$ cat src/rtl/boot_pkg.sv
// Shared types and constants for the serial boot loader and its UART receiver.
package boot_pkg;

    localparam logic [7:0] DEFAULT_SYNC_BYTE = 8'hA5;
    localparam int BYTE_W = 8;
    localparam int WORD_W = 16;
    localparam int LEN_W  = 16;

    typedef enum logic [2:0] {
        ST_IDLE,
        ST_LEN_HI,
        ST_LEN_LO,
        ST_DATA_HI,
        ST_DATA_LO,
        ST_CHK,
        ST_DONE,
        ST_ERROR
    } loader_state_t;

    typedef enum logic [1:0] {
        RX_IDLE,
        RX_START,
        RX_DATA,
        RX_STOP
    } rx_state_t;

endpackage

$ cat src/rtl/uart_rx.sv
// 8N1 receiver: 2-flop synchronizer, start-bit glitch reject, mid-bit sampling.
module uart_rx import boot_pkg::*; #(
    parameter int CLKS_PER_BIT = 434
) (
    input  logic              clk,
    input  logic              reset,
    input  logic              rx,
    output logic              byte_valid,
    output logic [BYTE_W-1:0] byte_data,
    output logic              frame_err
);

    localparam int CNT_W = $clog2(CLKS_PER_BIT);
    localparam logic [CNT_W-1:0] HALF_LAST = CNT_W'(CLKS_PER_BIT / 2 - 1);
    localparam logic [CNT_W-1:0] BIT_LAST  = CNT_W'(CLKS_PER_BIT - 1);

    rx_state_t        state;
    logic             rx_meta;
    logic             rx_sync;
    logic             rx_prev;
    logic [CNT_W-1:0] cnt;
    logic [2:0]       bit_idx;

    always_ff @(posedge clk) begin
        if (reset) begin
            rx_meta    <= 1'b1;
            rx_sync    <= 1'b1;
            rx_prev    <= 1'b1;
            state      <= RX_IDLE;
            cnt        <= '0;
            bit_idx    <= '0;
            byte_data  <= '0;
            byte_valid <= 1'b0;
            frame_err  <= 1'b0;
        end else begin
            // NOTE: non-blocking assignments make every flop take its pre-edge value; blocking would collapse the synchronizer chain.
            rx_meta    <= rx;
            rx_sync    <= rx_meta;
            rx_prev    <= rx_sync;
            byte_valid <= 1'b0;
            frame_err  <= 1'b0;
            case (state)
                RX_IDLE: begin
                    // Edge rather than level, so a low line left by a bad stop bit does not re-trigger.
                    if (rx_prev && !rx_sync) begin
                        state <= RX_START;
                        cnt   <= '0;
                    end
                end
                RX_START: begin
                    if (cnt == HALF_LAST) begin
                        cnt     <= '0;
                        bit_idx <= '0;
                        state   <= rx_sync ? RX_IDLE : RX_DATA;
                    end else begin
                        cnt <= cnt + CNT_W'(1);
                    end
                end
                RX_DATA: begin
                    if (cnt == BIT_LAST) begin
                        cnt       <= '0;
                        byte_data <= {rx_sync, byte_data[BYTE_W-1:1]};
                        bit_idx   <= bit_idx + 3'd1;
                        if (bit_idx == 3'd7) state <= RX_STOP;
                    end else begin
                        cnt <= cnt + CNT_W'(1);
                    end
                end
                RX_STOP: begin
                    if (cnt == BIT_LAST) begin
                        cnt   <= '0;
                        state <= RX_IDLE;
                        if (rx_sync) byte_valid <= 1'b1;
                        else         frame_err  <= 1'b1;
                    end else begin
                        cnt <= cnt + CNT_W'(1);
                    end
                end
                default: state <= RX_IDLE;
            endcase
        end
    end

endmodule

$ cat src/rtl/serial_boot_loader.sv
// Loads a framed program image from a serial line into instruction memory, then pulses start.
// Define BOOT_CHECKSUM_EN to require a trailing XOR checksum byte.
module serial_boot_loader import boot_pkg::*; #(
    parameter int          CLKS_PER_BIT = 434,
    parameter int          ADDR_W       = 13,
    parameter logic [7:0]  SYNC_BYTE    = DEFAULT_SYNC_BYTE
) (
    input  logic              clk,
    input  logic              reset,
    input  logic              rx,
    output logic [ADDR_W-1:0] imem_addr,
    output logic [WORD_W-1:0] imem_data,
    output logic              imem_we,
    output logic              start,
    output logic              busy,
    output logic              done,
    output logic              err
);

    localparam logic [LEN_W:0] MAX_LEN = {{LEN_W{1'b0}}, 1'b1} << ADDR_W;

    logic              byte_valid;
    logic [BYTE_W-1:0] byte_data;
    logic              frame_err;

    uart_rx #(.CLKS_PER_BIT(CLKS_PER_BIT)) u_rx (
        .clk        (clk),
        .reset      (reset),
        .rx         (rx),
        .byte_valid (byte_valid),
        .byte_data  (byte_data),
        .frame_err  (frame_err)
    );

    loader_state_t     state;
    logic [BYTE_W-1:0] len_hi;
    logic [BYTE_W-1:0] hi_byte;
    logic [LEN_W-1:0]  words_left;
    logic              launch;
`ifdef BOOT_CHECKSUM_EN
    logic [BYTE_W-1:0] chk;
`endif

    logic [LEN_W-1:0] len_word;
    logic             len_bad;
    assign len_word = {len_hi, byte_data};
    assign len_bad  = (len_word == '0) || ({1'b0, len_word} > MAX_LEN);

    always_ff @(posedge clk) begin
        if (reset) begin
            state      <= ST_IDLE;
            imem_addr  <= '0;
            imem_data  <= '0;
            imem_we    <= 1'b0;
            start      <= 1'b0;
            busy       <= 1'b0;
            done       <= 1'b0;
            err        <= 1'b0;
            len_hi     <= '0;
            hi_byte    <= '0;
            words_left <= '0;
            launch     <= 1'b0;
`ifdef BOOT_CHECKSUM_EN
            chk        <= '0;
`endif
        end else begin
            imem_we <= 1'b0;
            start   <= 1'b0;
            launch  <= 1'b0;
            // Address moves on the cycle after the strobe so it is stable while imem_we is high.
            if (imem_we) imem_addr <= imem_addr + ADDR_W'(1);
            if (launch) begin
                start <= 1'b1;
                done  <= 1'b1;
            end

            if (frame_err && busy) begin
                state <= ST_ERROR;
                busy  <= 1'b0;
                err   <= 1'b1;
            end else if (byte_valid) begin
                case (state)
                    ST_IDLE, ST_DONE: begin
                        if (byte_data == SYNC_BYTE) begin
                            state <= ST_LEN_HI;
                            busy  <= 1'b1;
                            done  <= 1'b0;
`ifdef BOOT_CHECKSUM_EN
                            chk   <= '0;
`endif
                        end
                    end
                    ST_LEN_HI: begin
                        len_hi <= byte_data;
                        state  <= ST_LEN_LO;
`ifdef BOOT_CHECKSUM_EN
                        chk    <= chk ^ byte_data;
`endif
                    end
                    ST_LEN_LO: begin
`ifdef BOOT_CHECKSUM_EN
                        chk <= chk ^ byte_data;
`endif
                        if (len_bad) begin
                            state <= ST_ERROR;
                            busy  <= 1'b0;
                            err   <= 1'b1;
                        end else begin
                            words_left <= len_word;
                            imem_addr  <= '0;
                            state      <= ST_DATA_HI;
                        end
                    end
                    ST_DATA_HI: begin
                        hi_byte <= byte_data;
                        state   <= ST_DATA_LO;
`ifdef BOOT_CHECKSUM_EN
                        chk     <= chk ^ byte_data;
`endif
                    end
                    ST_DATA_LO: begin
                        imem_data  <= {hi_byte, byte_data};
                        imem_we    <= 1'b1;
                        words_left <= words_left - LEN_W'(1);
`ifdef BOOT_CHECKSUM_EN
                        chk        <= chk ^ byte_data;
                        state      <= (words_left == LEN_W'(1)) ? ST_CHK : ST_DATA_HI;
`else
                        // start/done follow one cycle later, right after the final strobe.
                        if (words_left == LEN_W'(1)) begin
                            state  <= ST_DONE;
                            busy   <= 1'b0;
                            launch <= 1'b1;
                        end else begin
                            state <= ST_DATA_HI;
                        end
`endif
                    end
`ifdef BOOT_CHECKSUM_EN
                    ST_CHK: begin
                        busy <= 1'b0;
                        if (byte_data == chk) begin
                            state <= ST_DONE;
                            start <= 1'b1;
                            done  <= 1'b1;
                        end else begin
                            state <= ST_ERROR;
                            err   <= 1'b1;
                        end
                    end
`endif
                    default: ;
                endcase
            end
        end
    end

endmodule
$ cat config.mk
export PLATFORM = sky130hd
export DESIGN_NAME = serial_boot_loader
export DESIGN_NICKNAME = d
export VERILOG_FILES = /design/src/rtl/boot_pkg.sv /design/src/rtl/uart_rx.sv /design/src/rtl/serial_boot_loader.sv
export SDC_FILE = /design/constraint.sdc
export NUM_CORES = 1
export LEC_CHECK = 0
export CAP_MARGIN = 20
export CORE_ASPECT_RATIO = 0.5
export CORE_MARGIN = 3
export CORE_UTILIZATION = 30
export DETAILED_ROUTE_END_ITERATION = 12
export PLACE_DENSITY = 0.56
export SLEW_MARGIN = 5
export SYNTH_ARGS = -nofsm -noshare
export SYNTH_HDL_FRONTEND = slang
export SYNTH_SLANG_ARGS = --single-unit
$ cat constraint.sdc
create_clock -name clk -period 5.2 [get_ports clk]
set_input_delay 1.04 -clock clk [delete_from_list [all_inputs] [get_ports clk]]
set_output_delay 1.04 -clock clk [all_outputs]
set_load 0.02 [all_outputs]
-- Word-level counts from Yosys, hierarchy flattened
Cells that the tools add are included.
- $add $sub $neg: 4
- $lt $le $gt $ge: 1
- eq/ne operators: 23
- muxes and demuxes: 45
- bitwise logic cells: 5
- reduce and logical (&&, ||, !) cells: 30
- operators with widths (kind ; number):
    two-way mux 13 bit ; 5
    case mux 16 bit (2 select lines) ; 1
    two-way mux 9 bit ; 3
    case mux 9 bit (3 select lines) ; 1
    two-way mux 3 bit ; 7
    AND reduction 3 bit ; 6
    two-way mux 1 bit ; 17
    equality test 16 x 1 -> 1 bit (second input constant) ; 1
    > comparator 16 x 14 -> 1 bit (second input constant) ; 1
    logical NOT 16 bit ; 1
    two-way mux 16 bit ; 1
    subtractor 16 x 1 -> 16 bit (second input constant) ; 1
    case mux 3 bit (5 select lines) ; 1
    adder 13 x 1 -> 13 bit (second input constant) ; 1
    two-way mux 2 bit ; 6
    != test 2 x 1 -> 1 bit (second input constant) ; 5
    AND reduction 5 bit ; 2
    nonzero test 2 bit ; 5
    adder 9 x 1 -> 9 bit (second input constant) ; 1
    equality test 3 bit (second input constant) ; 3
    equality test 9 x 8 -> 1 bit (second input constant) ; 1
    equality test 9 bit (second input constant) ; 1
    equality test 8 bit (second input constant) ; 1
    != test 2 bit (second input constant) ; 4
    other kinds (22) ; 32
- bits in registers: 97
- input bits: 3
- output and inout bits: 34
- logic and storage cells: 129

-- Longest topological paths before layout
Gate-level depths: netlist of the first run.
- word-level depth: 6
- mapped depth: 9
- depth with buffers taken out: 8

-- Modules after synthesis
A second synthesis of the first run with hierarchy kept.
- cell total of the unflattened synthesis: 534
- area, all modules: 4495.6 µm²
- modules (own cells, without submodules) (module ; instances ; cells an instance ; area an instance (µm²) ; seq. area each (µm²)):
    serial_boot_loader ; 1 ; 391 ; 3225.6 ; 1401.3
    uart_rx ; 1 ; 143 ; 1270.0 ; 540.5

-- Worst setup path before layout of the first run
No wires, ideal clock.
- kind: register to register
- start point: register u_rx.byte_data[2]
- end point: register imem_addr[2]
- library setup time: 0.064 ns
- data arrival time: 2.248 ns
- required time: 5.136 ns
- path slack: 2.888 ns
- stages on the path, launching flop included: 8
- clock period less this slack: 2.312 ns
- cell sequence: dfxtp_1 or4_1 nor4_2 mux2i_1 nor2_1 or2_2 buf_2 nor2_1
- cells in the longest elaborated chain, start to end: 6
- RTL lines (what ; RTL line ; RTL):
    start, declared ; uart_rx.sv:9 ; output logic [BYTE_W-1:0] byte_data,
    start signal, assigned ; uart_rx.sv:62 ; byte_data <= {rx_sync, byte_data[BYTE_W-1:1]};
    > comparator 16 x 14 -> 1 bit / logical NOT 16 bit (equally long branches) ; serial_boot_loader.sv:47 ; assign len_bad = (len_word == '0) || ({1'b0, len_word} > MAX_LEN);
    logical OR 1 bit (*) ; serial_boot_loader.sv:47 ;
    two-way mux 13 bit (*) ; serial_boot_loader.sv:104 ; if (len_bad) begin
    two-way mux 13 bit (*) ; serial_boot_loader.sv:82 ; case (state)
    two-way mux 13 bit (*) ; serial_boot_loader.sv:81 ; end else if (byte_valid) begin
    two-way mux 13 bit (*) ; serial_boot_loader.sv:77 ; if (frame_err && busy) begin
    end signal, assigned ; serial_boot_loader.sv:71 ; if (imem_we) imem_addr <= imem_addr + ADDR_W'(1);
    end, declared ; serial_boot_loader.sv:11 ; output logic [ADDR_W-1:0] imem_addr,
Every way passes the cells marked *; elsewhere a longest branch is shown, timed or not.
A chain may end at the register's enable or synchronous reset.

-- Worst setup path in the final report of the first run
- start point: register u_rx.byte_data[2]
- end point: register words_left[3]
- cells in the longest elaborated chain, start to end: 4
- RTL lines (what ; RTL line ; RTL):
    > comparator 16 x 14 -> 1 bit / logical NOT 16 bit (equally long branches) ; serial_boot_loader.sv:47 ;
    logical OR 1 bit (*) ; serial_boot_loader.sv:47 ;
    != test 2 bit (no source line) (*) ; - ;
    AND reduction 4 bit (no source line) (*) ; - ;
    end signal, assigned ; serial_boot_loader.sv:109 ; words_left <= len_word;
    end signal, assigned ; serial_boot_loader.sv:124 ; words_left <= words_left - LEN_W'(1);
    end, declared ; serial_boot_loader.sv:38 ; logic [LEN_W-1:0] words_left;
Marked as above.

==> impl_metrics.env, run 1 <==
export IMPL_synth_flop_cell="dfxtp_1"
export IMPL_worst_slack_ns=2.23
export IMPL_min_from="u_rx.rx_meta"
export IMPL_max_cap_viol_count=0
export IMPL_cts_sinks=97
export IMPL_synth_top_family_by_area="simple AND/OR/NAND/NOR gates"
export IMPL_synth_edf_count=0
export IMPL_synthAdderAreaFrac=0.0229
export IMPL_path_cells="or4_1, nor4_2, mux2i_1, o21a_1, o21ai_0, a21oi_1"
export IMPL_wirelength_um=10400
export IMPL_leakage_nw=1.80
export IMPL_vdd_drop_max_mv=0.149
export IMPL_grt_max_degree=56
export IMPL_antennaDiodeCount=0
export IMPL_preCtsSetupSlack_ns=2.32
export IMPL_yosysWarnings=0
export IMPL_grt_use_total=0.132
export IMPL_slowest_stage="mux2i_1"
export IMPL_yosys_area_share_simple=0.263
export IMPL_async_reset_ff_frac=0
export IMPL_portBuffers=36
export IMPL_syn_nets=544
export IMPL_synth_cells=533
export IMPL_wire_per_inst_um=13.8
export IMPL_antenna_found_initial=0
export IMPL_relSlewSlack=0.298
export IMPL_cp_top_family="simple AND/OR/NAND/NOR gates"
export IMPL_pin_count=37
export IMPL_grt_pass1_vias=3319
export IMPL_synth_seq_area_share=0.445
export IMPL_drv_slew=0
export IMPL_outcome="complete, no violations"
export IMPL_fin_worst_skew_ns=0.0132
export IMPL_cp_arrival_ns=3.22
export IMPL_gp_congestion=0.785
export IMPL_min_path_type="register to register"
export IMPL_start_util=0.314
export IMPL_path_max_fanout=15
export IMPL_vias=3687
export IMPL_hold_buffers=0
export IMPL_area_growth_pct=18.1
export IMPL_overflow=0
export IMPL_worstPathRequired_ns=5.46
export IMPL_synth_area_top_cells="dfxtp_1 45%, nand2_1 6.7%, mux2i_1 6.2%"
export IMPL_synth_top_cell_area_share=0.445
export IMPL_core_area_um2=13900
export IMPL_fin_crit_sh=0.570
export IMPL_seqCellArea_um2=1940
export IMPL_max_clock_freq_ghz=0.337
export IMPL_dp_hpwl_um=6940
export IMPL_endpoint_kind="register"
export IMPL_critical_path_class="register to register"
export IMPL_worst_pin_slew_ns=1.05
export IMPL_synth_most_common_cell="dfxtp_1"
export IMPL_synth_xor_area_frac=0.0241
export IMPL_slowest_delay_ns=0.66
export IMPL_ant_nets=0
export IMPL_synthMuxAreaShare=0.0620
export IMPL_cts_made_buffers=9
export IMPL_hold_viol=0
export IMPL_grt_pass1_wl_um=17500
export IMPL_rsz0062_at_grt="no"
export IMPL_cts_tree="built"
export IMPL_route_detailed_drc=0
export IMPL_fp_dieW_um=177
export IMPL_die_area_um2=16100
export IMPL_final_nets=565
export IMPL_die_height_um=91.3
export IMPL_synth_area_leader_cell="dfxtp_1"
export IMPL_setup_viol=0
export IMPL_first_pass_iters=4
export IMPL_synth_cell_types=52
export IMPL_via_per_inst=4.91
export IMPL_post_cts_resized=0
export IMPL_synth_cell_area_um2=4360
export IMPL_reg2reg_from="u_rx.byte_data[2]"
export IMPL_clock_path_buffers=2
export IMPL_period_needed_ns=2.97
export IMPL_synth_avg_cell_area_um2=8.18
export IMPL_post_cts_repair_setup_buffers=0
export IMPL_tns_ns=0
export IMPL_row_count=30
export IMPL_fillerInstances=1477
export IMPL_startpoint_type="register"
export IMPL_ys_ff_latch=97
export IMPL_cp_startpoint="u_rx.byte_data[2]"
export IMPL_rrSetupSlack_ns=2.23
export IMPL_multi_input_area_um2=2270
export IMPL_clkLatencyLatePin_ns=0.35
export IMPL_drive_gt1_frac=0.0572
export IMPL_clockRootBuffer="clkbuf_16"
export IMPL_cellPowerDensity_nw_per_um2=280
export IMPL_clk_pin_slew_ns=0.08
export IMPL_drtIter0Drc=290
export IMPL_htreeDepth=3
export IMPL_crit_buf_inv=0
export IMPL_synth_commonest_cells="97 x dfxtp_1, 78 x nand2_1, 71 x nor2_1"
export IMPL_synth_compound_area_frac=0.147
==> per-layer routing <==
layer / GRT usage / wire length [um]
met5: 0 / 0
met4: 0.0307 / 75
met3: 0.0284 / 350
met1: 0.196 / 5500
met2: 0.194 / 4460
==> flip-flops by register name (all words and copies together), names as in the netlist, named ones only <==
signal	flops
u_rx.frame_err	1
start	1
u_rx.byte_data	8
hi_byte	8
imem_addr	13
busy	1
u_rx.rx_meta	1
u_rx.rx_sync	1
launch	1
done	1
err	1
u_rx.bit_idx	3
u_rx.state	1
imem_data	16
state	3
u_rx.byte_valid	1
len_hi	8
u_rx.cnt	9
words_left	16
u_rx.rx_prev	1
imem_we	1
==> through the flow <==
stage	instances	cell area (um^2)	util	total power, mW	hold WS, ns
2_1_floorplan	533	4360	-	0.805	0.389
3_3_place_gp	734	4860	0.350	0.819	0.398
3_5_place_dp	734	4860	0.350	0.820	0.408
4_1_cts	750	5150	0.371	1.46	0.425
5_1_grt	751	5150	0.371	1.50	0.436
6_report	751	5150	0.371	1.44	0.424
==> placed cells by master, fill, tap and decap left out, types with 11 or more instances in the layout <==
| cell type | instances |
|---|---|
| a21oi_1 | 50 |
| nand3_1 | 17 |
| nand2_1 | 78 |
| dfxtp_1 | 97 |
| nor2_1 | 71 |
| clkdlybuf4s50_1 | 35 |
| xor2_1 | 11 |
| nor3_1 | 14 |
| mux2i_1 | 27 |
| o21ai_0 | 16 |
==> where the power goes <==
group	internal, mW	switching (mW)	leakage, nW	total [mW]
registers	0.746	0.00491	0.782	0.751
clock network	0.333	0.307	0.133	0.640
logic	0.0163	0.0353	0.885	0.0517
==> area by class of cell <==
class	instances	share of cell area
clock buffer	9	0.0437
clock inverter	7	0.0124
inverter	7	0.00510
multi-input combinational	399	0.441
sequential	97	0.377
tap	192	0.0466
timing repair buffer	40	0.0743
==> logic make-up after synthesis <==
logic type	count (synthesis)
simple gates	243
compound gates	109
flops	97
buf+inv	37
mux	27
xor+xnor	12
fa+ha+maj	8
==> worst paths after layout <==
path	end	cells past startpoint
setup reg to reg	words_left[3]	6
hold / removal	u_rx.rx_sync	1
setup / recovery	words_left[3]	6
hold reg to reg	u_rx.rx_sync	1
No activity file was read; power rests on OpenSTA's default activity.
==> inputs of run 2 (changes only) <==
Clock period 5.2 ns to 3 ns, I/O delays scaled along.
==> run 2 against run 1 <==
Net effect:
- fmax up 25%
- cell count up 1.3%
- non-clock buffer count rose by 10
- register-to-register slack got worse by 1.6 ns
- clock skew down 0.0059 ns
- setup slack lost 1.6 ns
- sequential share of layout area decreased by 0.80 points
- first-iteration DRC count up 6.9%
- clock power rose by 80%
- via count grew 0.98%
- design area increased by 2.2%
==> impl_metrics.env, run 2 (synthesized netlist as in run 1, its figures left out) <==
export IMPL_hold_buffers=0
export IMPL_critical_path_class="register to register"
export IMPL_grt_max_degree=47
export IMPL_cp_arrival_ns=2.65
export IMPL_clock_path_buffers=2
export IMPL_period_needed_ns=2.36
export IMPL_wirelength_um=10400
export IMPL_cts_tree="built"
export IMPL_post_cts_repair_setup_buffers=0
export IMPL_final_nets=575
export IMPL_final_common_cell="dfxtp_1"
export IMPL_grt_pass1_wl_um=17700
export IMPL_tns_ns=0
export IMPL_met2_length_um=4480
export IMPL_min_path_type="register to register"
export IMPL_antennaDiodeCount=0
export IMPL_pin_count=37
export IMPL_drtIter0Drc=310
export IMPL_portBuffers=36
export IMPL_vdd_drop_max_mv=0.291
export IMPL_worst_pin_slew_ns=0.753
export IMPL_drv_slew=0
export IMPL_clkLatencyLatePin_ns=0.35
export IMPL_worst_slack_ns=0.635
export IMPL_cts_sinks=97
export IMPL_core_area_um2=13900
export IMPL_top_layer_used="met4"
export IMPL_finalNonFillerCells=761
export IMPL_fin_worst_skew_ns=0.00737
export IMPL_vias=3723
export IMPL_worstPathRequired_ns=3.28
export IMPL_overflow=0
export IMPL_design_area_um2=5260
export IMPL_wirelength_met1_um=5330
export IMPL_via_per_inst=4.89
export IMPL_post_cts_resized=0
export IMPL_die_area_um2=16100
export IMPL_dp_hpwl_um=7150
export IMPL_die_height_um=91.3
export IMPL_ant_nets=0
export IMPL_route_detailed_drc=0
export IMPL_max_cap_viol_count=0
export IMPL_leakage_nw=1.87
export IMPL_dp_cells=745
export IMPL_max_clock_freq_ghz=0.423
export IMPL_first_pass_iters=4
export IMPL_dr_wl_met3_um=419
export IMPL_grt_use_total=0.135
export IMPL_cellPowerDensity_nw_per_um2=483
export IMPL_placed_area_um2=4960
export IMPL_cts_made_buffers=9
export IMPL_preCtsSetupSlack_ns=0.608
export IMPL_holdWs_ns=0.418
export IMPL_area_growth_pct=20.7
export IMPL_startpoint_type="register"
export IMPL_grt_pass1_vias=3517
export IMPL_row_count=30
export IMPL_hold_viol=0
export IMPL_setup_viol=0
export IMPL_clockRootBuffer="clkbuf_16"
export IMPL_endpoint_kind="register"
export IMPL_start_util=0.314
export IMPL_antenna_found_initial=0
export IMPL_relSlewSlack=0.498
export IMPL_fp_dieW_um=177
export IMPL_outcome="complete, no violations"
export IMPL_drive_gt1_frac=0.0738
export IMPL_wire_per_inst_um=13.6
export IMPL_final_cell_mix="97 x dfxtp_1, 78 x nand2_1, 71 x nor2_1"
export IMPL_path_max_fanout=14
export IMPL_fin_crit_sh=0.788
export IMPL_rsz0062_at_grt="no"
export IMPL_clk_pin_slew_ns=0.08
export IMPL_top_regs="imem_data (16), words_left (16), imem_addr (13)"
export IMPL_gp_congestion=0.786
export IMPL_htreeDepth=3
run 2: worst max-delay path, stage by stage (launching register included):
cell and delay, ns:
dfxtp_1 0.38, or4_1 0.57, nor4_2 0.30, mux2i_1 0.11, buf_4 0.16, o21ai_2 0.45, o211ai_1 0.17, a21oi_1 0.16
run 2: path summary, 6_finish.rpt:
path	from	to	slack, ns	cells past startpoint
worst max-delay path	u_rx.byte_data[2]	words_left[1]	0.64	7
worst max register to register	u_rx.byte_data[2]	words_left[1]	0.64	7
worst min register to register	u_rx.rx_meta	u_rx.rx_sync	0.42	1
worst min-delay path	u_rx.rx_meta	u_rx.rx_sync	0.42	1
run 2: through the flow:
step                utilization  total power [mW]
floorplan                     -              1.40
global placement          0.357              1.43
detailed placement        0.357              1.42
CTS                       0.379              2.58
global route              0.379              2.65
finish                    0.379              2.54
run 2: cell type report:
type / instances / area (um^2)
clock buffers: 9 / 225
clock inverters: 7 / 72.6
flip-flops and latches: 97 / 1940
multi-input cells: 399 / 2270
inverters: 7 / 26.3
well taps: 192 / 240
fillers: 1433 / 8630
repair buffers: 50 / 485
run 2: per-layer routing:
metal | track usage | vias up
li1 | - | 1918
met1 | 0.191 | 1738
met2 | 0.199 | 56
met3 | 0.0351 | 11
met4 | 0.0418 | 0
met5 | 0 | -
run 2: report_power, final:
part | internal (mW) | total [mW] | switching [mW]
clock | 0.589 | 1.15 | 0.559
sequential | 1.29 | 1.30 | 0.00816
combinational | 0.0320 | 0.0931 | 0.0610
total | 1.91 | 2.54 | 0.628
==> inputs of run 3 (changes only) <==
Clock period 3 ns to 2.2 ns, I/O delays scaled along.
==> run 3 against run 2 <==
Net effect:
- cell count is 2.5% higher
- sequential cell count stayed put
- total power increased by 38%
- wire length grew 2.2%
- first-iteration DRC count decreased by 23%
- non-clock buffer count rose by 20
- sequential share of layout area shrank 1.2 points
- highest routed layer unchanged
==> impl_metrics.env, run 3 (synthesized netlist as in run 1, its figures left out) <==
export IMPL_dp_cells=763
export IMPL_period_needed_ns=2.15
export IMPL_endpoint_kind="register"
export IMPL_grt_pass1_wl_um=17500
export IMPL_dp_hpwl_um=7350
export IMPL_wire_per_inst_um=13.6
export IMPL_ant_nets=0
export IMPL_htreeDepth=3
export IMPL_max_clock_freq_ghz=0.465
export IMPL_hold_buffers=0
export IMPL_hold_viol=0
export IMPL_area_growth_pct=24.9
export IMPL_relSlewSlack=0.511
export IMPL_worst_slack_ns=0.0507
export IMPL_final_common_cell="dfxtp_1"
export IMPL_overflow=0
export IMPL_top_regs="imem_data (16), words_left (16), imem_addr (13)"
export IMPL_utilization=0.392
export IMPL_fin_crit_sh=0.977
export IMPL_start_util=0.314
export IMPL_grt_max_degree=39
export IMPL_fin_worst_skew_ns=0.00902
export IMPL_drv_slew=0
export IMPL_cp_arrival_ns=2.37
export IMPL_cts_made_buffers=9
export IMPL_antenna_found_initial=0
export IMPL_max_cap_viol_count=0
export IMPL_final_nets=595
export IMPL_grt_pass1_vias=3405
export IMPL_critical_path_class="register to register"
export IMPL_antennaDiodeCount=0
export IMPL_wirelength_um=10600
export IMPL_drive_gt1_frac=0.109
export IMPL_die_height_um=91.3
export IMPL_leakage_nw=1.98
export IMPL_vias=3767
export IMPL_cellPowerDensity_nw_per_um2=644
export IMPL_cts_tree="built"
export IMPL_clkLatencyLatePin_ns=0.35
export IMPL_startpoint_type="register"
export IMPL_route_detailed_drc=0
export IMPL_clockRootBuffer="clkbuf_16"
export IMPL_fin_total_pwr_mw=3.51
export IMPL_path_max_fanout=4
export IMPL_portBuffers=36
export IMPL_core_area_um2=13900
export IMPL_pin_count=37
export IMPL_first_pass_iters=4
export IMPL_vdd_drop_max_mv=0.329
export IMPL_final_cell_mix="96 x dfxtp_1, 78 x nand2_1, 71 x nor2_1"
export IMPL_setup_viol=0
export IMPL_grt_use_total=0.133
export IMPL_outcome="complete, no violations"
export IMPL_finalNonFillerCells=780
export IMPL_worstPathRequired_ns=2.42
export IMPL_via_per_inst=4.83
export IMPL_clock_path_buffers=2
export IMPL_die_area_um2=16100
export IMPL_cts_sinks=97
export IMPL_drtIter0Drc=238
export IMPL_min_path_type="register to register"
export IMPL_worst_pin_slew_ns=0.730
export IMPL_gp_congestion=0.822
export IMPL_preCtsSetupSlack_ns=0.0755
export IMPL_fp_dieW_um=177
export IMPL_tns_ns=0
export IMPL_row_count=30
export IMPL_clk_pin_slew_ns=0.07
export IMPL_rsz0062_at_grt="yes"
-- run 3: path summary, 6_finish.rpt --
kind | startpoint | to | slack (ns) | cells past startpoint
max | u_rx.byte_data[1] | words_left[0] | 0.05 | 7
max reg2reg | u_rx.byte_data[1] | words_left[0] | 0.05 | 7
min | u_rx.rx_meta | u_rx.rx_sync | 0.43 | 1
min reg2reg | u_rx.rx_meta | u_rx.rx_sync | 0.43 | 1
-- run 3: final cells by class --
class	count	area [um^2]
tap	192	240
clock inverter	6	72.6
multi-input combinational	399	2290
timing repair buffer	70	652
fill	1430	8440
inverter	7	26.3
sequential	97	1940
clock buffer	9	225
-- run 3: stage by stage --
| stage | hold slack (ns) | cell area (um^2) |
|---|---|---|
| CTS | 0.437 | 5430 |
| global route | 0.445 | 5450 |
| detailed placement | 0.415 | 5130 |
| finish | 0.427 | 5450 |
| floorplan | 0.389 | 4380 |
| global placement | 0.418 | 5130 |
-- run 3: layer usage --
layer | vias up | wire [um] | GRT usage
met5 | - | 0 | 0
met4 | 0 | 89 | 0.0353
met3 | 8 | 461 | 0.0338
met2 | 64 | 4550 | 0.199
met1 | 1738 | 5510 | 0.190
li1 | 1957 | - | -
-- run 3: critical path, stage by stage (launching register included) --
cell	delay, ns
dfxtp_1	0.31
or4_4	0.58
nor4_4	0.25
mux2i_2	0.32
buf_4	0.16
nor2_1	0.04
a221oi_1	0.25
a21oi_1	0.11
-- run 3: repair_timing --
item / CTS / global route
endpoints found under the setup margin: 0 / 20
endpoints found under the hold margin: 0 / 0
gates resized for setup: 0 / 3
setup buffers: 0 / 2
-- run 3: report_power, final --
part | internal [mW] | switching, mW
Clock | 0.891 | 0.707
Combinational | 0.0490 | 0.0885
Sequential | 1.76 | 0.0101
Total | 2.70 | 0.806
